<file path="config.mk">
export PLATFORM = sky130hd
export DESIGN_NAME = sar_sequencer
export DESIGN_NICKNAME = d
export VERILOG_FILES = /design/src/rtl/sar_pkg.sv /design/src/rtl/sar_sequencer.sv
export SDC_FILE = /design/constraint.sdc
export NUM_CORES = 1
export LEC_CHECK = 0
export ABC_AREA = 1
export BUFFER_PORTS_ARGS = -buffer_cell sky130_fd_sc_hd__clkbuf_2
export CORE_MARGIN = 2
export CORE_UTILIZATION = 59
export DETAILED_ROUTE_END_ITERATION = 8
export HOLD_SLACK_MARGIN = 0.03
export PLACE_DENSITY_LB_ADDON = 0.3
export SETUP_SLACK_MARGIN = 0.15
export SLEW_MARGIN = 0
export SYNTH_ARGS = -nofsm -noshare
export SYNTH_HDL_FRONTEND = slang
export SYNTH_SLANG_ARGS = --single-unit
</file>
<file path="constraint.sdc">
create_clock -name clk -period 3.9 [get_ports clk]
set_input_delay 0.39 -clock clk [delete_from_list [all_inputs] [get_ports clk]]
set_output_delay 0.39 -clock clk [all_outputs]
set_load 0.02 [all_outputs]
</file>
<file path="src/rtl/sar_pkg.sv">
// Shared constants for the SAR ADC control path: FSM state codes, bit-cycle
// phase codes and default sizing reused by the CDAC and the sequencer.
package sar_pkg;

    localparam int unsigned NbitsDefault      = 8;
    localparam int unsigned SampCyclesDefault = 2;

    localparam logic [1:0] StIdle    = 2'd0;
    localparam logic [1:0] StSample  = 2'd1;
    localparam logic [1:0] StConvert = 2'd2;
    localparam logic [1:0] StDone    = 2'd3;

    localparam logic PhSet = 1'b0;
    localparam logic PhCmp = 1'b1;

endpackage

</file>
<file path="src/rtl/sar_sequencer.sv">
// SAR conversion sequencer: holds the sampling switch closed, then runs a
// SET/CMP binary search over the CDAC and publishes the code with a valid pulse.
module sar_sequencer
    import sar_pkg::*;
#(
    parameter int unsigned NBITS       = NbitsDefault,
    parameter int unsigned SAMP_CYCLES = SampCyclesDefault
) (
    input  logic             clk,
    input  logic             rst,
    input  logic             start,
    input  logic             comp_out,
    output logic             samp,
    output logic             comp_en,
    output logic [NBITS-1:0] dac_ctrl,
    output logic [NBITS-1:0] dout,
    output logic             dout_valid,
    output logic             busy
);

    localparam int unsigned     BW  = (NBITS > 1) ? $clog2(NBITS) : 1;
    localparam logic [NBITS-1:0] Msb = {1'b1, {(NBITS - 1){1'b0}}};

    logic [1:0]       state_q, state_d;
    logic             phase_q, phase_d;
    logic [3:0]       cnt_q, cnt_d;
    logic [BW-1:0]    bit_q, bit_d;
    logic             samp_q, samp_d;
    logic             comp_en_q, comp_en_d;
    logic [NBITS-1:0] dac_q, dac_d;
    logic [NBITS-1:0] dout_q, dout_d;
    logic             dout_valid_q, dout_valid_d;
    logic             busy_q, busy_d;

    logic [NBITS-1:0] onehot;
    logic [NBITS-1:0] kept;

    always_comb begin
        onehot        = '0;
        onehot[bit_q] = 1'b1;
    end

    // Trial bit survives only if the comparator says vin is at or above the trial level.
    assign kept = comp_out ? dac_q : (dac_q & ~onehot);

    always_comb begin
        state_d      = state_q;
        phase_d      = phase_q;
        cnt_d        = cnt_q;
        bit_d        = bit_q;
        samp_d       = samp_q;
        comp_en_d    = 1'b0;
        dac_d        = dac_q;
        dout_d       = dout_q;
        dout_valid_d = 1'b0;
        busy_d       = busy_q;

        case (state_q)
            StIdle: begin
                if (start) begin
                    state_d = StSample;
                    samp_d  = 1'b1;
                    busy_d  = 1'b1;
                    cnt_d   = '0;
                end
            end
            StSample: begin
                if (cnt_q == 4'(SAMP_CYCLES - 1)) begin
                    state_d = StConvert;
                    samp_d  = 1'b0;
                    phase_d = PhSet;
                    bit_d   = BW'(NBITS - 1);
                    dac_d   = Msb;
                end else begin
                    cnt_d = cnt_q + 4'd1;
                end
            end
            StConvert: begin
                if (phase_q == PhSet) begin
                    phase_d   = PhCmp;
                    comp_en_d = 1'b1;
                end else if (bit_q == '0) begin
                    state_d      = StDone;
                    dac_d        = kept;
                    dout_d       = kept;
                    dout_valid_d = 1'b1;
                end else begin
                    phase_d = PhSet;
                    bit_d   = bit_q - BW'(1);
                    dac_d   = kept | (onehot >> 1);
                end
            end
            StDone: begin
                state_d = StIdle;
                dac_d   = '0;
                busy_d  = 1'b0;
            end
            default: begin
                state_d = StIdle;
            end
        endcase
    end

    always_ff @(posedge clk) begin
        if (rst) begin
            state_q      <= StIdle;
            phase_q      <= PhSet;
            cnt_q        <= '0;
            bit_q        <= BW'(NBITS - 1);
            samp_q       <= 1'b0;
            comp_en_q    <= 1'b0;
            dac_q        <= '0;
            dout_q       <= '0;
            dout_valid_q <= 1'b0;
            busy_q       <= 1'b0;
        end else begin
            state_q      <= state_d;
            phase_q      <= phase_d;
            cnt_q        <= cnt_d;
            bit_q        <= bit_d;
            samp_q       <= samp_d;
            comp_en_q    <= comp_en_d;
            dac_q        <= dac_d;
            dout_q       <= dout_d;
            dout_valid_q <= dout_valid_d;
            busy_q       <= busy_d;
        end
    end

    assign samp       = samp_q;
    assign comp_en    = comp_en_q;
    assign dac_ctrl   = dac_q;
    assign dout       = dout_q;
    assign dout_valid = dout_valid_q;
    assign busy       = busy_q;

endmodule

</file>
==> metrics.md, run 1 <==
| Metric | Value |
|---|---|
| Status | complete, no violations |
| Commonest non-fill, non-tap cell in the layout | nand2_1 |
| Synth Area per Inst | 7.804 µm² |
| # H-tree levels | 2 |
| Routed Antenna Nets | 0 |
| Clk root buf | clkbuf_4 |
| Die Wd | 55.18 µm |
| Relative slew slack | 60.53% |
| Worst r2r src | state_q[0] |
| WP data required | 4.17 ns |
| Core ar. | 0.002477 mm² |
| Grt ovf | 0 |
| Mapped Area | 0.001545 mm² |
| Sink Count | 30 |
| Power Dens Cells | 566.3 mW/mm² |
| WL per Instance | 12.59 µm |
| Critical path capture point type | flip-flop |
| Routability Congestion | 0.8901 |
| Total CTS buffers | 5 |
| Total GRT Usage | 24.22% |
| Diodes inserted | 0 |
| Critical-path top delay cell | nor3_4 |
| I/O pins | 24 |
| Fin crit share | 47.72% |
| Cts repair resizes | 0 |
| Dpl ws | 2.094 ns |
| Final wirelength | 3.147 mm |
| # DRC | 0 |
| Number of max-cap violations | 0 |
| Hold Crit Start | start |
| Critical path, cell by cell | inv_1 > ha_1 > inv_4 > nor3_4 > o21ai_0 > a21oi_1 |
| Post-synth cell types | 29 |
| Total die area | 0.003044 mm² |
| Gate Count Post-Synth | 198 |
| Max clock buf depth | 2 |
| Post-synthesis net count | 211 |
| Seq/Total Area, Yosys | 38.87% |
| Synthesis Warnings | 0 |
| Layout area overhead | 9.798% |
| Peak supply drop | 394.6 µV |
| Clock Skews | 0.006970 ns |
| Via count | 1370 |
| Crit start category | flip-flop |
| Layout cells sized above 1 | 25.00% |
| Worst slew pin tran | 0.5901 ns |
| Setup_tns | 0 ns |
| Filler cells | 230 |
| Pleak | 0.8142 nW |
| Critical path arrival | 2.13 ns |
| F_max | 537.3 MHz |
| Vias/cell | 5.480 |
| Tmin final | 1.861 ns |
| Worst setup path start | state_q[0] |
| Post-synth EDFFs | 0 |
| Max FO, Critical Path | 16 |
| # rows | 18 |
| Main synth FF type | dfxtp_1 |
| Die Ht | 55.18 µm |
| Final setup margin | 2.039 ns |
| Initial drt markers | 41 |
| FFs w/ async S/R, synth | 0% |
| First drt pass iteration count | 4 |
| Clk_lat worst skew | 0.33 ns |
| Yosys reg bits | 30 |
| Final setup fails | 0 |
| Pins over their slew limit | 0 |
| Crit-path max cell delay | 0.53 ns |
| Fin. Hold Viols | 0 |
| Clk slew on worst S/H paths | 0.09 ns |
| Pin count of the biggest net entering global routing | 18 |
| CTS tree | done |
| Hpwl dp | 2.333 mm |
| Number of global-route vias before repair | 1184 |
| RSZ-0062 raised after global routing | false |
| Initial Util | 62.37% |
| Initial antenna violation count | 0 |
| Multi-input gate area | 815.8 µm² |
| Commonest non-fill, non-tap cells in the layout | nand2_1, dfxtp_1, clkbuf_2 |
| Port Buffers | 23 |
| Post-CTS setup buffer count | 0 |
| Nets | 234 |
| Global-route wire length before repair | 5.126 mm |
| FF+latch area | 600.6 µm² |
| Hold_buf cts | 0 |
| CP Class | flip-flop to flip-flop |
| Hold Crit Class | primary input to flip-flop |
[layer usage]
layer / track usage [%] / vias up / share of wire (%) / wire length, µm
met3: 8.333 / 7 / 7.3 / 230
met2: 38.89 / 47 / 46 / 1440
met5: 0 / - / 0 / 0
li1: - / 702 / - / -
met4: 8.537 / 0 / 1.9 / 59
met1: 30.12 / 614 / 45 / 1416
[worst max-delay path, delay by kind of cell (launching register included)]
kind / cells / cell delay, ns
adder cells (fa/ha/maj): 1 / 0.38
AND/OR/NAND/NOR: 1 / 0.53
flip-flops: 1 / 0.34
buffers and inverters: 2 / 0.25
AO/OA/AOI/OAI: 2 / 0.30
[layout make-up]
type / instances / share of cell area [%]
multi-input cells: 142 / 48.08
inverters: 19 / 4.499
well taps: 30 / 2.212
flip-flops and latches: 30 / 35.40
repair buffers: 23 / 6.785
clock buffers: 6 / 3.024
[worst paths after layout]
kind	to	slack, ns	cells past startpoint
min reg2reg	samp	0.46	2
max	dout[0]	2.04	6
min	busy	0.36	3
max reg2reg	dout[0]	2.04	6
[cell families (layout without fill, tap and decap cells)]
| kind of cell | after synthesis | after routing | share of synthesized area, % |
|---|---|---|---|
| adder cells (fa/ha/maj) | 9 | 9 | 7.288 |
| buffers and inverters | 26 | 48 | 8.339 |
| AO/OA/AOI/OAI | 45 | 45 | 17.33 |
| AND/OR/NAND/NOR | 88 | 88 | 28.18 |
| flip-flops | 30 | 30 | 38.87 |
[state kept, by name (all words and copies together) (netlist names)]
register / count
busy: 1
comp_en: 1
samp: 1
bit_q: 3
state_q: 2
dac_ctrl: 8
dout: 8
dout_valid: 1
phase_q: 1
cnt_q: 4
[per-stage QoR]
stage / hold WS (ns) / cells / utilization, % / cell area, µm² / total power, mW
6_report: 0.3580 / 250 / 68.48 / 1697 / 0.9608
3_5_place_dp: 0.4490 / 244 / 66.41 / 1645 / 0.7836
4_1_cts: 0.3496 / 250 / 68.48 / 1697 / 0.9645
2_1_floorplan: 0.4582 / 198 / - / 1545 / 0.7132
3_3_place_gp: 0.4495 / 244 / 66.41 / 1645 / 0.7713
5_1_grt: 0.3572 / 250 / 68.48 / 1697 / 1.037
[cell usage after synthesis, drive strengths merged (2+ instances only)]
| master | count | area share (%) |
|---|---|---|
| a21oi | 22 | 8.6 |
| buf | 7 | 3.4 |
| dfxtp | 30 | 39 |
| ha | 9 | 7.3 |
| inv | 18 | 4.7 |
| nand2 | 49 | 13 |
| nand3 | 17 | 6.3 |
| nand4 | 3 | 1.2 |
| nor2 | 13 | 4.4 |
| nor3 | 3 | 1.7 |
| o21ai | 21 | 7.3 |
| or2 | 2 | 0.81 |
[power breakdown]
group          internal (mW)  switching (mW)  leakage (nW)
logic                  0.124           0.262         0.540
clock network         0.0810          0.0991        0.0302
registers              0.351          0.0440         0.244
total                  0.556           0.405         0.814
(Power assumes the default switching activity.)
==> run 2, diff against run 1 <==
- CORE_UTILIZATION: 59 -> 50
- clock period: 3.9 -> 1.7 ns (I/O delays scaled with it)
==> run 2 against run 1 <==
Clock skew is 0.0023 ns lower. Non-clock buffer count is 6 higher. Worst setup slack worse by 1.8 ns. First-iteration DRC count is 49% higher. Register-to-register slack worse by 1.8 ns. Combinational power grew to 2.5 times the previous value. Clock-buffer cell count stayed put. Sequential power is 130% higher. Die area is 17% higher. Final cell count is 4.4% higher. Total power is 140% higher.
==> metrics.md, run 2 (synthesis results as in run 1) <==
| Metric | Value |
|---|---|
| Status | complete, no violations (unchanged) |
| Global-route wire length before repair | 5.409 mm (was 5.126 mm) |
| Total CTS buffers | 5 (unchanged) |
| Routability Congestion | 0.8645 (was 0.8901) |
| Switching share of power | 41.92% (was 42.15%) |
| Worst slew pin tran | 0.5467 ns (was 0.5901 ns) |
| Sink Count | 30 (unchanged) |
| Post-Layout Inst Area | 0.001800 mm² (was 0.001697 mm²) |
| Pins over their slew limit | 0 (unchanged) |
| Flop-to-flop setup slack | 0.27 ns (was 2.04 ns) |
| Total die area | 0.003551 mm² (was 0.003044 mm²) |
| Fin crit share | 84.22% (was 47.72%) |
| Core ar. | 0.003003 mm² (was 0.002477 mm²) |
| Nets | 240 (was 234) |
| Critical path arrival | 1.66 ns (was 2.13 ns) |
| Relative slew slack | 63.52% (was 60.53%) |
| F_max | 698.4 MHz (was 537.3 MHz) |
| Pleak | 0.8522 nW (was 0.8142 nW) |
| Final setup fails | 0 (unchanged) |
| WL per Instance | 12.07 µm (was 12.59 µm) |
| Logic pwr share | 41.8% (was 40.2%) |
| I/O pins | 24 (unchanged) |
| Clk slew on worst S/H paths | 0.10 ns (was 0.09 ns) |
| Clock network fraction of design power | 19.7% (was 18.7%) |
| Peak supply drop | 478.7 µV (was 394.6 µV) |
| Worst setup path start | state_q[0] (unchanged) |
| Commonest non-fill, non-tap cell in the layout | nand2_1 (unchanged) |
| Via count | 1356 (was 1370) |
| Critical-path top delay cell | dfxtp_2 (was nor3_4) |
| Hpwl dp | 2.350 mm (was 2.333 mm) |
| Most repeated library cell on the critical path | nand2_1 |
| First drt pass iteration count | 4 (unchanged) |
| Worst r2r src | state_q[0] (unchanged) |
| Critical path, cell by cell | inv_2 > ha_2 > inv_1 > or2_2 > nand4_1 > nand2_1 > nand2_1 > nor2_1 (was inv_1 > ha_1 > inv_4 > nor3_4 > o21ai_0 > a21oi_1) |
| Layout area overhead | 16.52% (was 9.798%) |
| Max FO, Critical Path | 4 (was 16) |
| Routed Antenna Nets | 0 (unchanged) |
| Clock Skews | 0.004699 ns (was 0.006970 ns) |
| Initial antenna violation count | 0 (unchanged) |
| Vias/cell | 5.195 (was 5.480) |
| Fin. Hold Viols | 0 (unchanged) |
| Clk_lat worst skew | 0.33 ns (about the same) |
| Critical path capture point type | flip-flop (unchanged) |
| Tmin final | 1.432 ns (was 1.861 ns) |
| Worst r2r path cells | 8 (was 6) |
| Commonest non-fill, non-tap cells in the layout | nand2_1, dfxtp_1, clkbuf_2 (unchanged) |
| Die Wd | 59.59 µm (was 55.18 µm) |
| Number of global-route vias before repair | 1204 (was 1184) |
| # rows | 20 (was 18) |
| # H-tree levels | 2 (unchanged) |
| Final wirelength | 3.150 mm (was 3.147 mm) |
| Hold_buf cts | 0 (unchanged) |
| Diodes inserted | 0 (unchanged) |
| Grt ovf | 0 (unchanged) |
| Filler cells | 301 (was 230) |
| CP Class | flip-flop to flip-flop (unchanged) |
| Post-CTS setup buffer count | 0 (unchanged) |
| Pin count of the biggest net entering global routing | 18 (unchanged) |
| Crit-path max cell delay | 0.36 ns (was 0.53 ns) |
| Layout cells sized above 1 | 31.58% (was 25.00%) |
| Initial Util | 51.46% (was 62.37%) |
| Initial drt markers | 61 (was 41) |
| Int Pwr | 1.353 mW (was 0.5558 mW) |
| Multi-input gate area | 843.3 µm² (was 815.8 µm²) |
| Total GRT Usage | 20.37% (was 24.22%) |
| Setup_tns | 0 ns (unchanged) |
| Number of max-cap violations | 0 (unchanged) |
| Critical Path Sink | state_q[1] (was dout[0]) |
| CTS tree | done (unchanged) |
| Power Dens Cells | 1294 mW/mm² (was 566.3 mW/mm²) |
| WP data required | 1.93 ns (was 4.17 ns) |
| Hold Crit Class | primary input to flip-flop (unchanged) |
| FF+latch area | 603.1 µm² (was 600.6 µm²) |
| Clk root buf | clkbuf_4 (unchanged) |
| Port Buffers | 23 (unchanged) |
| RSZ-0062 raised after global routing | true (was false) |
| Worst R2R End | state_q[1] (was dout[0]) |
| Die Ht | 59.59 µm (was 55.18 µm) |
| DP Area | 0.001707 mm² (was 0.001645 mm²) |
| Sequential share of power | 38.5% (was 41.1%) |
| # DRC | 0 (unchanged) |
| Crit start category | flip-flop (unchanged) |
| Sw power | 0.9767 mW (was 0.4049 mW) |
| Max clock buf depth | 2 (unchanged) |
[run 2: changes by cell type in the layout (fill, tap and decap cells not counted)]
cell / delta
buf_12: +1
buf_4: +5
clkinv_1: -1
clkinv_2: +1
clkinvlp_4: +1
dfxtp_1: -2
dfxtp_2: +2
ha_1: -3
ha_2: +1
ha_4: +2
inv_1: -3
inv_2: +4
[run 2: layer usage]
layer | share of wire, % | wire (µm) | up-vias | track usage [%]
met1 | 48 | 1527 | 600 | 27.67
met3 | 3.7 | 118 | 6 | 3.930
li1 | - | - | 719 | -
met2 | 46 | 1458 | 31 | 32.03
met5 | 0 | 0 | - | 0
met4 | 1.5 | 46 | 0 | 7.619
[run 2: cell type report]
type | count | share of cell area, %
clock buffers | 6 | 2.849
clock inverters | 2 | 0.6949
inverters | 19 | 4.239
multi-input cells | 142 | 46.84
flip-flops and latches | 30 | 33.50
well taps | 33 | 2.293
repair buffers | 29 | 9.590
[run 2: stage by stage]
stage	hold slack, ns	setup slack (ns)	total power, mW	std cells	util, %
floorplan	0.2466	0.2617	1.636	198	-
global placement	0.4502	0.1344	1.827	253	56.83
detailed placement	0.4551	0.1563	1.830	253	56.83
CTS	0.1368	0.1910	2.294	261	59.04
global route	0.1540	0.1338	2.514	261	59.96
finish	0.1414	0.2682	2.330	261	59.96
[run 2: power by group through the flow]
| stage | Combinational [mW] | Clock [mW] | Sequential (mW) |
|---|---|---|---|
| 6_report | 0.975 | 0.458 | 0.897 |
| 5_1_grt | 1.11 | 0.492 | 0.913 |
| 4_1_cts | 0.945 | 0.465 | 0.884 |
| 3_5_place_dp | 0.930 | 0 | 0.900 |
| 3_3_place_gp | 0.931 | 0 | 0.896 |
| 2_1_floorplan | 0.720 | 0 | 0.916 |
[run 2: worst min-delay path by stage]
stage / slack, ns / depth (start not counted) / endpoint / from
floorplan: 0.25 / 1 / dout_valid / rst
global placement: 0.45 / 2 / samp / samp
detailed placement: 0.46 / 2 / samp / samp
CTS: 0.14 / 3 / busy / start
global route: 0.15 / 3 / busy / start
finish: 0.14 / 3 / busy / start
[run 2: worst max-delay path: cells and delay by family, from the launching register on]
kind	cells	cell delay [ns]
buf+inv	2	0.15
fa+ha+maj	1	0.22
flops	1	0.36
simple gates	5	0.61
[run 2: repair_timing]
action                                  4_1_cts  5_1_grt
endpoints found under the setup margin       11       23
resized for setup                             2        9
pin swaps                                     0        0
==> run 3, diff against run 2 <==
- CORE_UTILIZATION: 50 -> 55
- clock period: 1.7 -> 1.5 ns (I/O delays scaled with it)
==> run 3 against run 2 <==
The flow now finishes with violations (negative setup slack). Clock-buffer cell count is 1 higher. Total power grew 44%. Critical path depth unchanged. Sequential share of layout area is 4.9 points lower. Clock skew rose by 0.0023 ns. Final cell count grew 7.7%. Core utilization up 20 points. Worst setup slack worse by 0.36 ns. Die area down 8.5%. First-iteration DRC count is 84% higher. Maximum frequency decreased by 10%. Non-clock buffer count up 22. Critical path type unchanged. Critical endpoint unchanged. Largest cell class unchanged.
==> metrics.md, run 3 (synthesis results as in run 1) <==
| Metric | Value |
|---|---|
| Status | complete, but fails checks (was complete, no violations) |
| Violated checks | negative setup slack |
| Diodes inserted | 0 (unchanged) |
| Worst setup path start | state_q[0] (unchanged) |
| DP Area | 0.001739 mm² (was 0.001707 mm²) |
| Worst r2r path cells | 8 (unchanged) |
| Layout area overhead | 39.84% (was 16.52%) |
| Post-Layout Inst Area | 0.002161 mm² (was 0.001800 mm²) |
| RSZ-0062 raised after global routing | true (unchanged) |
| WP data required | 1.73 ns (was 1.93 ns) |
| Hpwl dp | 2.563 mm (was 2.350 mm) |
| Initial Util | 57.02% (was 51.46%) |
| Power Dens Cells | 1557 mW/mm² (was 1294 mW/mm²) |
| Max FO, Critical Path | 4 (unchanged) |
| Crit start category | flip-flop (unchanged) |
| Vias/cell | 5.847 (was 5.195) |
| Pleak | 0.9942 nW (was 0.8522 nW) |
| Commonest non-fill, non-tap cells in the layout | nand2_1, dfxtp_1, clkbuf_2 (unchanged) |
| Worst r2r src | state_q[0] (unchanged) |
| Sink Count | 30 (unchanged) |
| Met2 GRT Util | 45.48% (was 32.03%) |
| GRT Max-Usage Layer | met2 (unchanged) |
| Fin. Hold Viols | 0 (unchanged) |
| Hold_buf cts | 0 (unchanged) |
| Final setup fails | 1 (was 0) |
| Met3 Usage GRT | 6.803% (was 3.930%) |
| Routed Antenna Nets | 0 (unchanged) |
| Fin crit share | 106.1% (was 84.22%) |
| Critical path capture point type | flip-flop (unchanged) |
| # H-tree levels | 2 (unchanged) |
| F_max | 628.5 MHz (was 698.4 MHz) |
| Max clock buf depth | 2 (unchanged) |
| Total die area | 0.003250 mm² (was 0.003551 mm²) |
| Worst slew pin tran | 0.5807 ns (was 0.5467 ns) |
| Total GRT Usage | 26.95% (was 20.37%) |
| Total CTS buffers | 5 (unchanged) |
| Setup_tns | -0.09101 ns (was 0 ns) |
| Nets | 262 (was 240) |
| Peak supply drop | 1255 µV (was 478.7 µV) |
| Hold Crit Class | primary input to flip-flop (unchanged) |
| I/O pins | 24 (unchanged) |
| Tmin final | 1.591 ns (was 1.432 ns) |
| Critical path, cell by cell | buf_6 > ha_4 > nand2_4 > buf_6 > nand4_1 > nand2_1 > nand2_1 > nor2_1 (was inv_2 > ha_2 > inv_1 > or2_2 > nand4_1 > nand2_1 > nand2_1 > nor2_1) |
| Relative slew slack | 61.25% (was 63.52%) |
| Critical-path top delay cell | dfxtp_4 (was dfxtp_2) |
| Via count | 1643 (was 1356) |
| Pin count of the biggest net entering global routing | 18 (unchanged) |
| Placed Cells | 251 (was 253) |
| Initial drt markers | 112 (was 61) |
| Die Wd | 57.01 µm (was 59.59 µm) |
| Worst R2R End | state_q[1] (unchanged) |
| Initial antenna violation count | 0 (unchanged) |
| Clock Skews | 0.007040 ns (was 0.004699 ns) |
| # DRC | 0 (unchanged) |
| Number of global-route vias before repair | 1541 (was 1204) |
| Grt met1 use | 32.52% (was 27.67%) |
| CP Class | flip-flop to flip-flop (unchanged) |
| Clk root buf | clkbuf_4 (unchanged) |
| Final setup margin | -0.09101 ns (was 0.2682 ns) |
| Clk_lat worst skew | 0.33 ns (about the same) |
| Flop-to-flop setup slack | -0.09 ns (was 0.27 ns) |
| Grt ovf | 0 (unchanged) |
| Layout cells sized above 1 | 49.60% (was 31.58%) |
| Routability Congestion | 0.8367 (was 0.8645) |
| Die Ht | 57.01 µm (was 59.59 µm) |
| Global-route wire length before repair | 6.844 mm (was 5.409 mm) |
| Number of max-cap violations | 0 (unchanged) |
| WL per Instance | 16.75 µm (was 12.07 µm) |
| First drt pass iteration count | 4 (unchanged) |
| Crit-path max cell delay | 0.38 ns (was 0.36 ns) |
| Commonest non-fill, non-tap cell in the layout | nand2_1 (unchanged) |
| Critical Path Sink | state_q[1] (unchanged) |
| # rows | 19 (was 20) |
| CTS tree | done (unchanged) |
| Worst hold slack | 0.1746 ns (was 0.1414 ns) |
| Port Buffers | 23 (unchanged) |
| Final wirelength | 4.708 mm (was 3.150 mm) |
| Critical path arrival | 1.82 ns (was 1.66 ns) |
| Clk slew on worst S/H paths | 0.09 ns (was 0.10 ns) |
| Non-filler instance count after layout | 281 (was 261) |
| Pins over their slew limit | 0 (unchanged) |
| Core ar. | 0.002710 mm² (was 0.003003 mm²) |
run 3: cell types whose count changed in the layout (fill, tap and decap cells not counted), moves of 5 or more:
cell	before	now
buf_4	5	21
nand2_1	44	32
nand2_2	3	14
a21oi_1	16	9
a21oi_2	6	13
dfxtp_1	28	23
o21ai_0	17	12
run 3: worst min-delay path by stage:
stage	from	endpoint	slack, ns	depth (start not counted)
final	start	busy	0.17	3
after global routing	start	busy	0.17	3
after CTS	start	busy	0.14	3
after detailed placement	samp	samp	0.48	2
after global placement	samp	samp	0.45	2
after floorplan	rst	dout_valid	0.23	1
run 3: per-stage QoR:
stage / utilization [%] / setup slack (ns) / total power [mW]
global placement: 64.17 / 0.1141 / 2.101
global route: 79.73 / -0.2399 / 3.551
floorplan: - / 0.1264 / 1.913
CTS: 73.68 / 0.1379 / 2.960
detailed placement: 64.17 / 0.02760 / 2.148
finish: 79.73 / -0.09101 / 3.365
run 3: worst max-delay path, delay by kind of cell (launching register included):
family	cells	cell delay (ns)
fa+ha+maj	1	0.18
buf+inv	2	0.23
flops	1	0.38
simple gates	5	0.71
run 3: area by class of cell:
class,instances,area (µm²)
Clock buffer,7,55.05
Fill cell,163,549.3
Timing Repair Buffer,51,385.4
Multi-Input combinational cell,142,960.9
Clock inverter,1,5.005
Inverter,19,98.84
Tap cell,31,38.79
Sequential cell,30,616.8
run 3: layer usage:
layer / vias to the layer above / wire [µm]
li1: 760 / -
met1: 774 / 1868
met2: 93 / 2352
met3: 16 / 348
met4: 0 / 139
met5: - / 0
run 3: repair_timing:
action | CTS | global route
gates cloned | 1 | 0
endpoints found under the setup margin | 26 | 27
setup buffers | 12 | 9
pin swaps | 8 | 13
gates resized for setup | 27 | 31
run 3: power breakdown:
part | switching (mW) | leakage [nW] | internal, mW
Clock | 0.273 | 0.0353 | 0.227
Combinational | 1.04 | 0.714 | 0.758
Sequential | 0.137 | 0.245 | 0.933
Total | 1.45 | 0.994 | 1.92
